**config.mk**
```make
export PLATFORM = sky130hd
export DESIGN_NAME = au_param_flat
export DESIGN_NICKNAME = d
export VERILOG_FILES = /design/src/rtl/au_param_if.sv /design/src/rtl/au_param.sv /design/src/flat_wrapper.sv
export SDC_FILE = /design/constraint.sdc
export NUM_CORES = 2
export LEC_CHECK = 0
export CAP_MARGIN = 20
export CORE_AREA = 8 8 246 248
export CTS_CLUSTER_SIZE = 24
export DETAILED_ROUTE_END_ITERATION = 8
export DIE_AREA = 0 0 254 256
export GPL_TIMING_DRIVEN = 0
export PLACE_DENSITY = 0.7
export SETUP_SLACK_MARGIN = 0.1
export SYNTH_ARGS = -nofsm -noshare
export SYNTH_HDL_FRONTEND = slang
export SYNTH_SLANG_ARGS = --single-unit
```
**constraint.sdc**
```tcl
create_clock -name clk -period 7.8 [get_ports clk]
set_input_delay 2.34 -clock clk [delete_from_list [all_inputs] [get_ports clk]]
set_output_delay 2.34 -clock clk [all_outputs]
set_load 0.1 [all_outputs]
```
**src/rtl/au_param_if.sv**
```systemverilog
// rtl/au_param_if.sv - request/response bundle between the controller and the arithmetic unit
interface au_param_if #(
  parameter int W = 24
);
  logic         start;
  logic [W-1:0] R;
  logic [W-1:0] S;
  logic [W-1:0] I;
  logic         imm_sel;
  logic [1:0]   ctl_d;
  logic [W-1:0] result;
  logic         done;
  logic         busy;
  logic         ovf;
  logic         dz;

  modport master (
    output start, R, S, I, imm_sel, ctl_d,
    input  result, done, busy, ovf, dz
  );

  modport slave (
    input  start, R, S, I, imm_sel, ctl_d,
    output result, done, busy, ovf, dz
  );
endinterface

```
**src/rtl/au_param.sv**
```systemverilog
// rtl/au_param.sv - sign-magnitude fixed-point add/sub/mul/div unit with iterative divider
module au_param #(
  parameter int W    = 24,
  parameter int FRAC = 14,
  parameter int SAT  = 1
) (
  input  logic      clk,
  input  logic      rst,
  au_param_if.slave bus
);
  localparam int M  = W - 1;          // magnitude bits
  localparam int N  = M + FRAC;       // divider iterations / dividend width
  localparam int CW = $clog2(N + 1);

  typedef enum logic [1:0] {IDLE, SIMPLE, DIV, FIN} state_t;

  state_t         state_q, state_d;
  logic [W-1:0]   a_q, a_d, b_q, b_d;
  logic [1:0]     op_q, op_d;
  logic [W-1:0]   result_q, result_d;
  logic           done_q, done_d, ovf_q, ovf_d, dz_q, dz_d;
  logic [M-1:0]   rem_q, rem_d;
  logic [N-1:0]   rq_q, rq_d;         // dividend shifts out the top, quotient shifts in the bottom
  logic [CW-1:0]  cnt_q, cnt_d;

  logic [W-1:0]   b_in;
  logic           sa, sb;
  logic [M-1:0]   ma, mb;
  logic [M:0]     sum;
  logic [2*M-1:0] prod, prod_sh;
  logic [M:0]     trial;
  logic [M-1:0]   trial_sub;
  logic           take;
  logic [N:0]     qx;
  logic           raw_sign, raw_ovf, raw_dz;
  logic [M-1:0]   raw_mag, fin_mag;

  // Arithmetic on the captured operands: raw result for the completing state, plus one divider step
  always_comb begin
    b_in      = bus.imm_sel ? bus.I : bus.S;
    sa        = a_q[W-1];
    ma        = a_q[M-1:0];
    mb        = b_q[M-1:0];
    sb        = b_q[W-1] ^ (op_q == 2'b01);
    sum       = {1'b0, ma} + {1'b0, mb};
    prod      = {{M{1'b0}}, ma} * {{M{1'b0}}, mb};
    prod_sh   = prod >> FRAC;
    trial     = {rem_q, rq_q[N-1]};
    take      = (trial >= {1'b0, mb});
    trial_sub = trial[M-1:0] - mb;
    qx        = {1'b0, rq_q};
    raw_sign  = 1'b0;
    raw_mag   = '0;
    raw_ovf   = 1'b0;
    raw_dz    = 1'b0;
    if (state_q == FIN) begin
      raw_sign = sa ^ sb;
      raw_mag  = rq_q[M-1:0];
      raw_ovf  = |(qx >> M);
    end else begin
      case (op_q)
        2'b10: begin
          raw_sign = sa ^ sb;
          raw_mag  = prod_sh[M-1:0];
          raw_ovf  = |(prod_sh >> M);
        end
        2'b11: begin
          // only a zero divisor reaches the simple path for DIV
          raw_sign = sa ^ sb;
          raw_mag  = '1;
          raw_ovf  = 1'b1;
          raw_dz   = 1'b1;
        end
        default: begin
          if (sa == sb) begin
            raw_sign = sa;
            raw_mag  = sum[M-1:0];
            raw_ovf  = sum[M];
          end else if (ma >= mb) begin
            raw_sign = sa;
            raw_mag  = ma - mb;
          end else begin
            raw_sign = sb;
            raw_mag  = mb - ma;
          end
        end
      endcase
    end
    fin_mag = (raw_ovf && (SAT != 0)) ? {M{1'b1}} : raw_mag;
  end

  // Next-state and register updates; start is refused during the done cycle
  always_comb begin
    state_d  = state_q;
    a_d      = a_q;
    b_d      = b_q;
    op_d     = op_q;
    result_d = result_q;
    done_d   = 1'b0;
    ovf_d    = ovf_q;
    dz_d     = dz_q;
    rem_d    = rem_q;
    rq_d     = rq_q;
    cnt_d    = cnt_q;
    case (state_q)
      IDLE: begin
        if (bus.start && !done_q) begin
          a_d   = bus.R;
          b_d   = b_in;
          op_d  = bus.ctl_d;
          ovf_d = 1'b0;
          dz_d  = 1'b0;
          rem_d = '0;
          rq_d  = N'(bus.R[M-1:0]) << FRAC;
          cnt_d = '0;
          state_d = (bus.ctl_d == 2'b11 && b_in[M-1:0] != '0) ? DIV : SIMPLE;
        end
      end
      SIMPLE, FIN: begin
        result_d = (fin_mag == '0) ? '0 : {raw_sign, fin_mag};
        ovf_d    = raw_ovf;
        dz_d     = raw_dz;
        done_d   = 1'b1;
        state_d  = IDLE;
      end
      DIV: begin
        rem_d = take ? trial_sub : trial[M-1:0];
        rq_d  = {rq_q[N-2:0], take};
        cnt_d = cnt_q + 1'b1;
        if (cnt_q == CW'(N - 1)) state_d = FIN;
      end
      default: state_d = IDLE;
    endcase
  end

  // State and datapath registers; reset aborts any operation in flight
  always_ff @(posedge clk or posedge rst) begin
    if (rst) begin
      state_q  <= IDLE;
      a_q      <= '0;
      b_q      <= '0;
      op_q     <= '0;
      result_q <= '0;
      done_q   <= 1'b0;
      ovf_q    <= 1'b0;
      dz_q     <= 1'b0;
      rem_q    <= '0;
      rq_q     <= '0;
      cnt_q    <= '0;
    end else begin
      state_q  <= state_d;
      a_q      <= a_d;
      b_q      <= b_d;
      op_q     <= op_d;
      result_q <= result_d;
      done_q   <= done_d;
      ovf_q    <= ovf_d;
      dz_q     <= dz_d;
      rem_q    <= rem_d;
      rq_q     <= rq_d;
      cnt_q    <= cnt_d;
    end
  end

  assign bus.result = result_q;
  assign bus.done   = done_q;
  assign bus.busy   = (state_q != IDLE);
  assign bus.ovf    = ovf_q;
  assign bus.dz     = dz_q;
endmodule

```
**src/flat_wrapper.sv**
```systemverilog
// flat-port wrapper written by rule: the top's interface ports become plain ports
module au_param_flat 
#(
  parameter int W    = 24,
  parameter int FRAC = 14,
  parameter int SAT  = 1
)
  (clk, rst, bus_start, bus_R, bus_S, bus_I, bus_imm_sel, bus_ctl_d, bus_result, bus_done, bus_busy, bus_ovf, bus_dz);
  au_param_if #(.W(W)) bus_i ();
  input  logic clk;
  input  logic rst;
  input wire logic [$bits(bus_i.start)-1:0] bus_start;
  input wire logic [$bits(bus_i.R)-1:0] bus_R;
  input wire logic [$bits(bus_i.S)-1:0] bus_S;
  input wire logic [$bits(bus_i.I)-1:0] bus_I;
  input wire logic [$bits(bus_i.imm_sel)-1:0] bus_imm_sel;
  input wire logic [$bits(bus_i.ctl_d)-1:0] bus_ctl_d;
  output wire logic [$bits(bus_i.result)-1:0] bus_result;
  output wire logic [$bits(bus_i.done)-1:0] bus_done;
  output wire logic [$bits(bus_i.busy)-1:0] bus_busy;
  output wire logic [$bits(bus_i.ovf)-1:0] bus_ovf;
  output wire logic [$bits(bus_i.dz)-1:0] bus_dz;
  assign bus_i.start = bus_start;
  assign bus_i.R = bus_R;
  assign bus_i.S = bus_S;
  assign bus_i.I = bus_I;
  assign bus_i.imm_sel = bus_imm_sel;
  assign bus_i.ctl_d = bus_ctl_d;
  assign bus_result = bus_i.result;
  assign bus_done = bus_i.done;
  assign bus_busy = bus_i.busy;
  assign bus_ovf = bus_i.ovf;
  assign bus_dz = bus_i.dz;
  au_param #(.W(W), .FRAC(FRAC), .SAT(SAT)) u_core (.clk(clk), .rst(rst), .bus(bus_i));
endmodule
```
=== Word-level counts from Yosys, hierarchy flattened ===
Index checks and enable logic that the tools add are counted.

* Logic and storage cells: 80
* Input bits: 78
* Output and inout port bits: 28
* Register bits: 145

* $mul: 1
* Add/sub/neg operators: 5
* Reductions and logical operators: 17
* Order comparisons: 2
* Equality and inequality tests: 11
* Bitwise gates (word level): 2
* Muxes and demuxes: 31

{| class="wikitable"
|+ Operators by type and width
! operator !! number
|-
| $mux W23 || 6
|-
| $pmux W23 S2 || 2
|-
| $pmux W37 S2 || 1
|-
| $sub A23 B23 Y23 || 3
|-
| $mux W24 || 2
|-
| $mul A23 B23 Y46 || 1
|-
| $mux W37 || 1
|-
| $add A23 B23 Y24 || 1
|-
| $ge A24 B23 Y1 || 1
|-
| $ge A23 B23 Y1 || 1
|-
| $logic_not A23 Y1 || 1
|-
| $reduce_bool A23 Y1 || 1
|-
| $reduce_or A14 Y1 || 1
|-
| $pmux W6 S2 || 1
|-
| $eq A2 B2 Y1 const B || 5
|-
| $mux W1 || 10
|-
| $reduce_or A9 Y1 || 1
|-
| $reduce_and A2 Y1 || 4
|-
| $add A6 B1 Y6 const B || 1
|-
| $eq A6 B6 Y1 const B || 1
|-
| $mux W2 || 3
|-
| $mux W6 || 1
|-
| $pmux W1 S2 || 3
|-
| $pmux W2 S3 || 1
|-
| other kinds (9) || 16
|}

=== Depth between registers and ports, before layout ===
* Depth in word-level cells: 9
* Depth in mapped cells: 32
* Mapped depth without buffers: 28

=== Worst setup path after synthesis ===
No wires, ideal clock.

* Kind: reg2reg
* From: register u_core.b_q[7]
* To: register u_core.result_q[10], in the netlist u_core.bus.result[10]
* Arrival: 7924 ps
* Setup time: 141 ps
* Required time: 7659 ps
* Setup slack: -265 ps
* Path buffers: 4
* Cell stages (with the launch flop): 31
* Period minus slack after synthesis: 8065 ps
* Path through: dfrtp_1 > clkbuf_1 > clkinv_1 > buf_1 > nor2_1 > fa_1 > fa_1 > inv_1 > fa_1 > inv_1 > fa_1 > inv_1 > fa_1 > inv_1 > fa_1 > inv_1 > fa_1 > inv_1 > ha_1 > clkbuf_1 > nand4_1 > o311ai_4 > a21oi_4 > o31ai_4 > a21oi_2 > nor2b_4 > o311ai_2 > mux2_2 > o41ai_4 > buf_6 > a31oi_1

* Word-level cells in the longest chain between the ends: 8
* Elaborated cells between the ends (all ways): 16
* Those cells by class: add/sub (3); mul (1); order compare (1); mux (9); reduce/logical (2)

{| class="wikitable"
|+ Ends and longest elaborated chain
! item !! RTL line !! RTL
|-
| start, declared || au_param.sv:18 || <nowiki>logic [W-1:0] a_q, a_d, b_q, b_d;</nowiki>
|-
| start signal, assigned || au_param.sv:141 || <nowiki>b_q <= '0;</nowiki>
|-
| start signal, assigned || au_param.sv:153 || <nowiki>b_q <= b_d;</nowiki>
|-
| branches (longest 5 deep; another with $mul A23 B23 Y46) || n/a ||
|-
| $mux W23 (*) || au_param.sv:89 || <nowiki>fin_mag = (raw_ovf && (SAT != 0)) ? {M{1'b1}} : raw_mag;</nowiki>
|-
| $logic_not A23 Y1 || au_param.sv:120 || <nowiki>result_d = (fin_mag == '0) ? '0 : {raw_sign, fin_mag};</nowiki>
|-
| $mux W24 (*) || au_param.sv:120 ||
|-
| end signal, assigned || au_param.sv:155 || <nowiki>result_q <= result_d;</nowiki>
|-
| end, declared || au_param.sv:20 || <nowiki>logic [W-1:0] result_q, result_d;</nowiki>
|}

Every way passes the cells marked *.
A chain may end at the register's enable or synchronous reset.

=== Worst setup path in the final report ===
* From: register u_core.b_q[11]
* To: register u_core.result_q[6], in the netlist u_core.bus.result[6]

Same word-level chain as after synthesis.

==> out/metrics.cfg <==
[timing]
min_period_over_period=1.03
grt_setup_unrepaired=yes
hold_viol_final=0
finalCriticalPeriod_ns=8.07
slew_headroom=0.226
fmax_ghz=0.124
setup_slack_ns=-0.266
drv_slew=0
worst_pin_slew_ns=1.16
skew_ns=0.0187
tns_ns=-5.75
setup_viol=25

[yosys]
synth_cells=3363
synthArstFlopShare=1.00
ys.flop_type=dfrtp_1
ys.warnings.count=0
syn_area_um2=28000
ys_seq_area_frac=0.130
avgSynthCellArea_um2=8.32
syn_nets=4144
ys_types=90
synth_edf_count=0
synth_seq_cells=145

[worst_setup_path]
crit_path_max_incr_delay_ns=0.58
crit_top_cell=fa_1
critPathTopFamily=adder cells
r2r-start=u_core.b_q[11]
critPathBufInv=10
crit_path_start=u_core.b_q[11]
critPathKind=register to register
crit_fanout=7
worstPathArrival_ns=8.38
critPathCaptureType=register
crit_slowest_cell=fa_1
critPathRequiredTime_ns=8.12
startpoint_type=register

[min_path]
hp-start=u_core.rem_q[22]
hold_path.class=register to register

[grt]
overflow=0
grt_pass1_wl_mm=164
grt_usage=0.339
grt_max_degree=81
antenna_found_initial=7
grt_pass1_vias=26000

[clock_tree]
htree_levels=4
cts_hold_buf=0
clk_pin_slew_worst_paths_ns=0.08
clockRootBuffer=clkbuf_16
tritoncts=built
cts_buffers=17
clockBufferDepth=2
cts.sinks=145
clock_latency_ns=0.46

[floorplanning]
die_w_um=254
core_area_um2=56800
initial_core_util=0.493
rows=88
die_y_um=256
die_area_um2=65000
ios=106

[outcome]
violations=setup timing
outcome=finished, violations left

[job]
max_cap_violations=0

[placed_design]
gp_congestion=1.02
port_buffers=104
dpl.hpwl_mm=87.2
place_ws_ns=-2.53

[final_layout]
layout_common_cells=inv_1 (552), nand2_1 (504), fa_1 (438)
nets=4432
diodes=0
syn2layout_area_growth_pct=20.4
final_common_cell=inv_1
drive_gt1_frac=0.136

[routing]
vias=26200
wirelength_mm=110
antenna_left=0
via_per_inst=5.91
wl_per_cell_um=24.9
drt_iter0_drc=2668
dr.pass1.iters=5
drc_errors=0

-- worst min-delay path: stages, from the launching register on --
cell     delay [ns]
dfrtp_1        0.35
nand3_1        0.06
o21ai_0        0.07
-- final timing paths --
path	endpoint	cells past startpoint	slack [ns]
max	u_core.bus.result[6]	29	-0.27
min	u_core.rem_q[22]	2	0.51
max reg2reg	u_core.bus.result[6]	29	-0.27
min reg2reg	u_core.rem_q[22]	2	0.51
max in group asynchronous	u_core.a_q[15]	3	4.58
min in group asynchronous	u_core.rq_q[12]	2	2.38
-- layer usage --
layer | track usage | routed length [um] | share of wire | vias up
met5 | 0 | 67 | 0.00061 | -
met4 | 0.211 | 7980 | 0.072 | 10
met3 | 0.107 | 13900 | 0.13 | 360
met2 | 0.478 | 46000 | 0.42 | 1560
met1 | 0.446 | 42500 | 0.38 | 12900
li1 | - | - | - | 11300
-- cells in the mapped netlist, drive strengths merged (22+ instances only) --
cell type,count,area [um2]
nor2,343,1290
nand2,506,1900
clkbuf,146,548
fa,441,8830
nor4,23,144
a21o,35,263
mux2i,54,541
inv,584,2190
a211oi,23,183
a31oi,39,250
nor2b,22,145
nor3,31,155
dfrtp,145,3630
nand3,73,365
ha,262,3280
a21oi,110,566
o21ai,154,771
buf,23,131
xnor2,43,377
-- registers in the layout, indices dropped and copies added, names as in the netlist --
name	flops
u_core.op_q	2
u_core.bus.dz	1
u_core.bus.result	24
u_core.rq_q	37
u_core.cnt_q	6
u_core.a_q	24
u_core.bus.done	1
u_core.bus.ovf	1
u_core.b_q	24
u_core.state_q	2
u_core.rem_q	23
-- through the flow --
| step | instances | utilization | hold slack [ns] | area [um2] |
|---|---|---|---|---|
| after global placement | 4232 | 0.528 | 0.494 | 30000 |
| after CTS | 4372 | 0.577 | 0.516 | 32800 |
| final | 4429 | 0.593 | 0.513 | 33700 |
| after detailed placement | 4238 | 0.530 | 0.497 | 30100 |
| after floorplan | 3363 | - | 0.466 | 28000 |
| after global routing | 4429 | 0.593 | 0.547 | 33700 |
-- layout make-up --
class / instances / area [um2]
buffer: 166 / 1370
clock buffer: 18 / 429
tap: 765 / 957
multi-input combinational: 2454 / 22100
sequential: 145 / 3680
timing repair buffer: 272 / 2590
inverter: 595 / 2380
clock inverter: 14 / 193
fill: 5023 / 23100
-- what timing repair did --
action                     4_1_cts  5_1_grt
hold endpoints to repair         0        0
gates cloned                     0        3
resized for setup              360      113
pin swaps                       35       41
buffers inserted               105       54
setup endpoints to repair       25       25
-- kinds of logic (layout without fill, tap and decap cells) --
logic type | count (synthesis) | count (layout) | synth area share
flip-flops | 145 | 145 | 0.130
buffers and inverters | 764 | 1065 | 0.104
XOR/XNOR | 64 | 64 | 0.0200
multiplexers | 60 | 60 | 0.0217
AND/OR/NAND/NOR | 1106 | 1106 | 0.169
AO/OA/AOI/OAI | 521 | 521 | 0.123
adder cells (fa/ha/maj) | 703 | 703 | 0.432
Power is not shown: default switching activity piles up to over one toggle a cycle in this logic, so the estimate is an artifact.
